File: src/rtl/prog_seq_pkg.sv
// Shared types and defaults for the program sequencer.
package prog_seq_pkg;

    typedef enum logic [2:0] {
        IDLE,
        LOAD,
        RUN,
        HALTED,
        DONE
    } state_t;

    localparam int unsigned CW_DEFAULT = 16;

endpackage

File: src/rtl/init_edge_det.sv
// Registers the bench init request and flags its rising and falling edges.
module init_edge_det (
    input  logic clk,
    input  logic rst_n,
    input  logic init,
    output logic rise,
    output logic fall
);

    logic init_q;

    // One-cycle history of init for edge detection.
    always_ff @(posedge clk or negedge rst_n) begin
        if (!rst_n) begin
            init_q <= 1'b0;
        end else begin
            init_q <= init;
        end
    end

    assign rise = init & ~init_q;
    assign fall = ~init & init_q;

endmodule

File: src/rtl/prog_sequencer.sv
// Program-state sequencer: selects the active program from init pulses, walks it through
// load/run/halt, strobes the core and measures how many cycles each program ran.
module prog_sequencer
    import prog_seq_pkg::*;
#(
    parameter int unsigned NUM_PROGS = 3,
    parameter int unsigned WRAP      = 0,
    parameter int unsigned CW        = CW_DEFAULT,
    localparam int unsigned PW       = $clog2(NUM_PROGS + 1)
) (
    input  logic          CLK,
    input  logic          RST_n,
    input  logic          init,
    input  logic          halt,
    output logic [PW-1:0] ProgState,
    output logic          core_reset,
    output logic          core_start,
    output logic          busy,
    output logic          all_done,
    output logic [CW-1:0] cycle_count
);

    localparam logic [PW-1:0] LAST    = PW'(NUM_PROGS);
    localparam logic [PW-1:0] ONE     = PW'(1);
    localparam logic [CW-1:0] CNT_MAX = '1;
    localparam bit            WRAP_EN = (WRAP != 0);

    state_t        state_q, state_d;
    logic [PW-1:0] prog_q, prog_d;
    logic [CW-1:0] cnt_q, cnt_d;
    logic          start_q, start_d;
    logic          rise, fall;
    logic          at_last;

    init_edge_det u_init_edge_det (
        .clk  (CLK),
        .rst_n(RST_n),
        .init (init),
        .rise (rise),
        .fall (fall)
    );

    // Without wrap, finishing or reloading the last program ends sequencing for good.
    assign at_last = (prog_q == LAST);

    // Next-state, program index and run-cycle counter.
    always_comb begin
        state_d = state_q;
        prog_d  = prog_q;
        cnt_d   = cnt_q;
        start_d = 1'b0;
        unique case (state_q)
            IDLE: begin
                if (rise) state_d = LOAD;
            end
            LOAD: begin
                if (fall) begin
                    if (at_last && !WRAP_EN) begin
                        state_d = DONE;
                    end else begin
                        state_d = RUN;
                        start_d = 1'b1;
                        cnt_d   = '0;
                        prog_d  = at_last ? ONE : prog_q + ONE;
                    end
                end
            end
            RUN: begin
                // A new init request aborts the run even if halt arrives on the same edge.
                if (rise) begin
                    state_d = LOAD;
                end else if (halt) begin
                    state_d = HALTED;
                end else if (cnt_q != CNT_MAX) begin
                    cnt_d = cnt_q + 1'b1;
                end
            end
            HALTED: begin
                if (at_last && !WRAP_EN) begin
                    state_d = DONE;
                end else if (rise) begin
                    state_d = LOAD;
                end
            end
            DONE: begin
                state_d = DONE;
            end
            default: begin
                state_d = IDLE;
            end
        endcase
    end

    // State, program index, counter and start-strobe registers.
    always_ff @(posedge CLK or negedge RST_n) begin
        if (!RST_n) begin
            state_q <= IDLE;
            prog_q  <= '0;
            cnt_q   <= '0;
            start_q <= 1'b0;
        end else begin
            state_q <= state_d;
            prog_q  <= prog_d;
            cnt_q   <= cnt_d;
            start_q <= start_d;
        end
    end

    assign ProgState   = prog_q;
    assign core_reset  = (state_q == LOAD);
    assign core_start  = start_q;
    assign busy        = (state_q == RUN);
    assign all_done    = (state_q == DONE);
    assign cycle_count = cnt_q;

endmodule

File: config.mk
export PLATFORM = sky130hd
export DESIGN_NAME = prog_sequencer
export DESIGN_NICKNAME = d
export VERILOG_FILES = /design/src/rtl/prog_seq_pkg.sv /design/src/rtl/init_edge_det.sv /design/src/rtl/prog_sequencer.sv
export SDC_FILE = /design/constraint.sdc
export NUM_CORES = 1
export LEC_CHECK = 0
export CORE_MARGIN = 2
export CORE_UTILIZATION = 56
export DETAILED_ROUTE_END_ITERATION = 6
export PLACE_DENSITY = 0.9
export SYNTH_ARGS = -nofsm -noshare
export SYNTH_HDL_FRONTEND = slang
export SYNTH_HIERARCHICAL = 1
export SYNTH_SLANG_ARGS = --single-unit
File: constraint.sdc
create_clock -name CLK -period 2.7 [get_ports CLK]
set_input_delay 0.405 -clock CLK [delete_from_list [all_inputs] [get_ports CLK]]
set_output_delay 0.405 -clock CLK [all_outputs]
set_load 0.1 [all_outputs]
==> reports/qor.yml <==
yosysUniqueCellTypes: 49
drc: 0
grt_usage_pct: 23.6
cts_buffer_depth: 2
path_class: "flop to flop"
slew_headroom_pct: 61.6
final_area_um2: 1690
layout-drive-gt1-share_pct: 22.4
synthFlopType: "dfrtp_1"
finClkSkew_ns: 0.00828
postPlaceCellArea_um2: 1660
clock_latency_ns: 0.30
maxCapViolCount: 0
fillers: 182
cp.required_ns: 2.93
syn_nets: 153
synth.yosys.seq_area_share_pct: 40.3
avgViaCountPerCell: 6.44
synthArstFlopShare_pct: 100
p_leak_nw: 0.722
antenna_found_initial: 0
clock-sinks: 23
tns_ns: 0
worst_pin_slew_ns: 0.576
holdCritPathClass: "input pin to asynchronous set/reset pin"
max-vdd-ir-drop_mv: 1.14
power_density_nw_per_um2: 854
drt_iter0_markers: 36
wl_per_cell_um: 15.4
start_util_pct: 58.2
fmax_ghz: 0.493
numPortBuffers: 25
die_h_um: 54.5
hpwlAfterDp_mm: 2.22
htreeDepth: 1
postCtsResizedCells: 0
endpoint_kind: "flop"
ys_ff_latch: 23
grt_start_max_net_pins: 24
tritoncts.num_buffers: 3
yosys_warnings: 6
drt-total-wl_mm: 3.07
cp_max_fo: 15
cts_setup_buffers: 0
worstPathArrival_ns: 2.26
synth_cells: 147
cts_root_buf: "clkbuf_4"
grt_overflow: 0
finalHoldViolations: 0
area.sequential_um2: 576
postRouteAntennaNets: 0
syn-mean-instance-area_um2: 9.71
area_growth_pct: 18.1
grt_pass1_vias: 1159
final_nets: 177
postCtsHoldBufs: 0
synth_edf_count: 0
rsz0062_at_grt: "false"
status: "complete, no violations"
clkTransAtPathRegs_ns: 0.13
globalplace.congestion: 0.892
grt_first_pass_wirelength_mm: 5.17
dieArea_um2: 2970
vias: 1287
crit_path_start_kind: "flop"
final_max_slew_viol_count: 0
period_minus_slack_ns: 2.03
firstDrtPassIters: 4
antenna-diode-count: 0
cts_tree: "yes"
syn-cell-area_um2: 1430
setup_violations: 0
fp.dieW_um: 54.5
io-pin-count: 26
fin_crit_sh_pct: 75.1
coreArea_um2: 2450
multi_input_area_um2: 808
rows: 18
-- sequential cells by signal (all words and copies together) (netlist names) --
register / cells
ProgState: 2
cycle_count: 16
u_init_edge_det/init_q: 1
state_q: 3
core_start: 1
-- per-stage QoR --
stage / setup WS (ns) / total power, mW / util, % / hold slack [ns] / cells
2_1_floorplan: 0.307 / 1.13 / - / 0.109 / 147
3_3_place_gp: 0.471 / 1.28 / 67.6 / 0.490 / 196
3_5_place_dp: 0.373 / 1.29 / 67.6 / 0.498 / 196
4_1_cts: 0.683 / 1.45 / 68.7 / 0.437 / 200
5_1_grt: 0.564 / 1.51 / 68.7 / 0.491 / 200
6_report: 0.673 / 1.44 / 68.7 / 0.433 / 200
-- cells by family (layout without fill, tap and decap cells) --
logic type	after synthesis	after routing	share of synthesized area, %
AO/OA/AOI/OAI	35	35	21.0
XOR/XNOR	1	1	0.614
adder cells (fa/ha/maj)	2	2	1.75
buffers and inverters	12	35	4.21
flip-flops	23	23	40.3
multiplexers	4	4	2.89
AND/OR/NAND/NOR	70	70	29.2
-- critical path, cell delays in order (launching register included) --
cell and delay [ns]:
dfrtp_1 0.55, or3b_1 0.39, a21o_1 0.37, a2111oi_4 0.40
mux2i_1 0.24
-- layer usage --
metal	routed length (µm)	vias to the layer above	track usage (%)
li1	-	616	-
met1	1390	623	33.8
met2	1500	46	37.1
met3	174	2	2.73
met4	17	0	7.08
met5	0	-	0
-- report_power, final --
part,switching [mW],internal (mW)
clock network,0.0977,0.0575
logic,0.580,0.206
registers,0.0943,0.403
total,0.772,0.667
-- layout make-up --
type	instances	area share, %
flip-flops and latches	23	34.1
well taps	30	2.23
clock buffers	4	1.56
inverters	4	0.891
multi-input cells	112	48.0
repair buffers	27	13.2
-- final timing paths --
check | from | to | slack, ns | cells past startpoint
max | state_q[1] | cycle_count[4] | 0.67 | 4
min | RST_n | cycle_count[6] | 0.43 | 2
max reg2reg | state_q[1] | cycle_count[4] | 0.67 | 4
min reg2reg | ProgState[0] | ProgState[0] | 0.51 | 1
max in group asynchronous | RST_n | cycle_count[1] | 2.04 | 2
min in group CLK | ProgState[0] | ProgState[0] | 0.51 | 1
-- cells in the mapped netlist (all sizes together), types with 4 or more instances --
| master | n | area, µm² |
|---|---|---|
| dfrtp | 23 | 576 |
| nand2 | 17 | 63.8 |
| nand3 | 8 | 40.0 |
| buf | 6 | 36.3 |
| a21oi | 5 | 25.0 |
| a2111oi | 4 | 66.3 |
| a211oi | 4 | 30.0 |
| and2 | 4 | 25.0 |
| inv | 4 | 15.0 |
| nand4 | 4 | 25.0 |
| o21ai | 4 | 20.0 |
| or4 | 4 | 30.0 |
-- cells in the final DEF (no fill, tap or decap), types with 2 or more instances in the layout --
cell type         n
nand2_1          17
nand3_1           8
or4_1             4
nand2b_1          3
a31o_2            2
mux2i_1           3
nor2_1            3
dfrtp_1          23
nand3b_1          3
a2111oi_2         2
nor4_1            2
a21o_1            2
and2_1            4
ha_1              2
buf_4            23
a211o_1           3
a21oi_1           5
a211oi_1          4
clkbuf_4          3
o211ai_1          2
o21ai_0           4
clkdlybuf4s50_1   3
nor3_1            3
and3_1            2
or3_1             2
o311ai_0          3
nor2b_1           2
inv_1             4
nand4_1           4
and4_1            3
(Power assumes the default switching activity.)
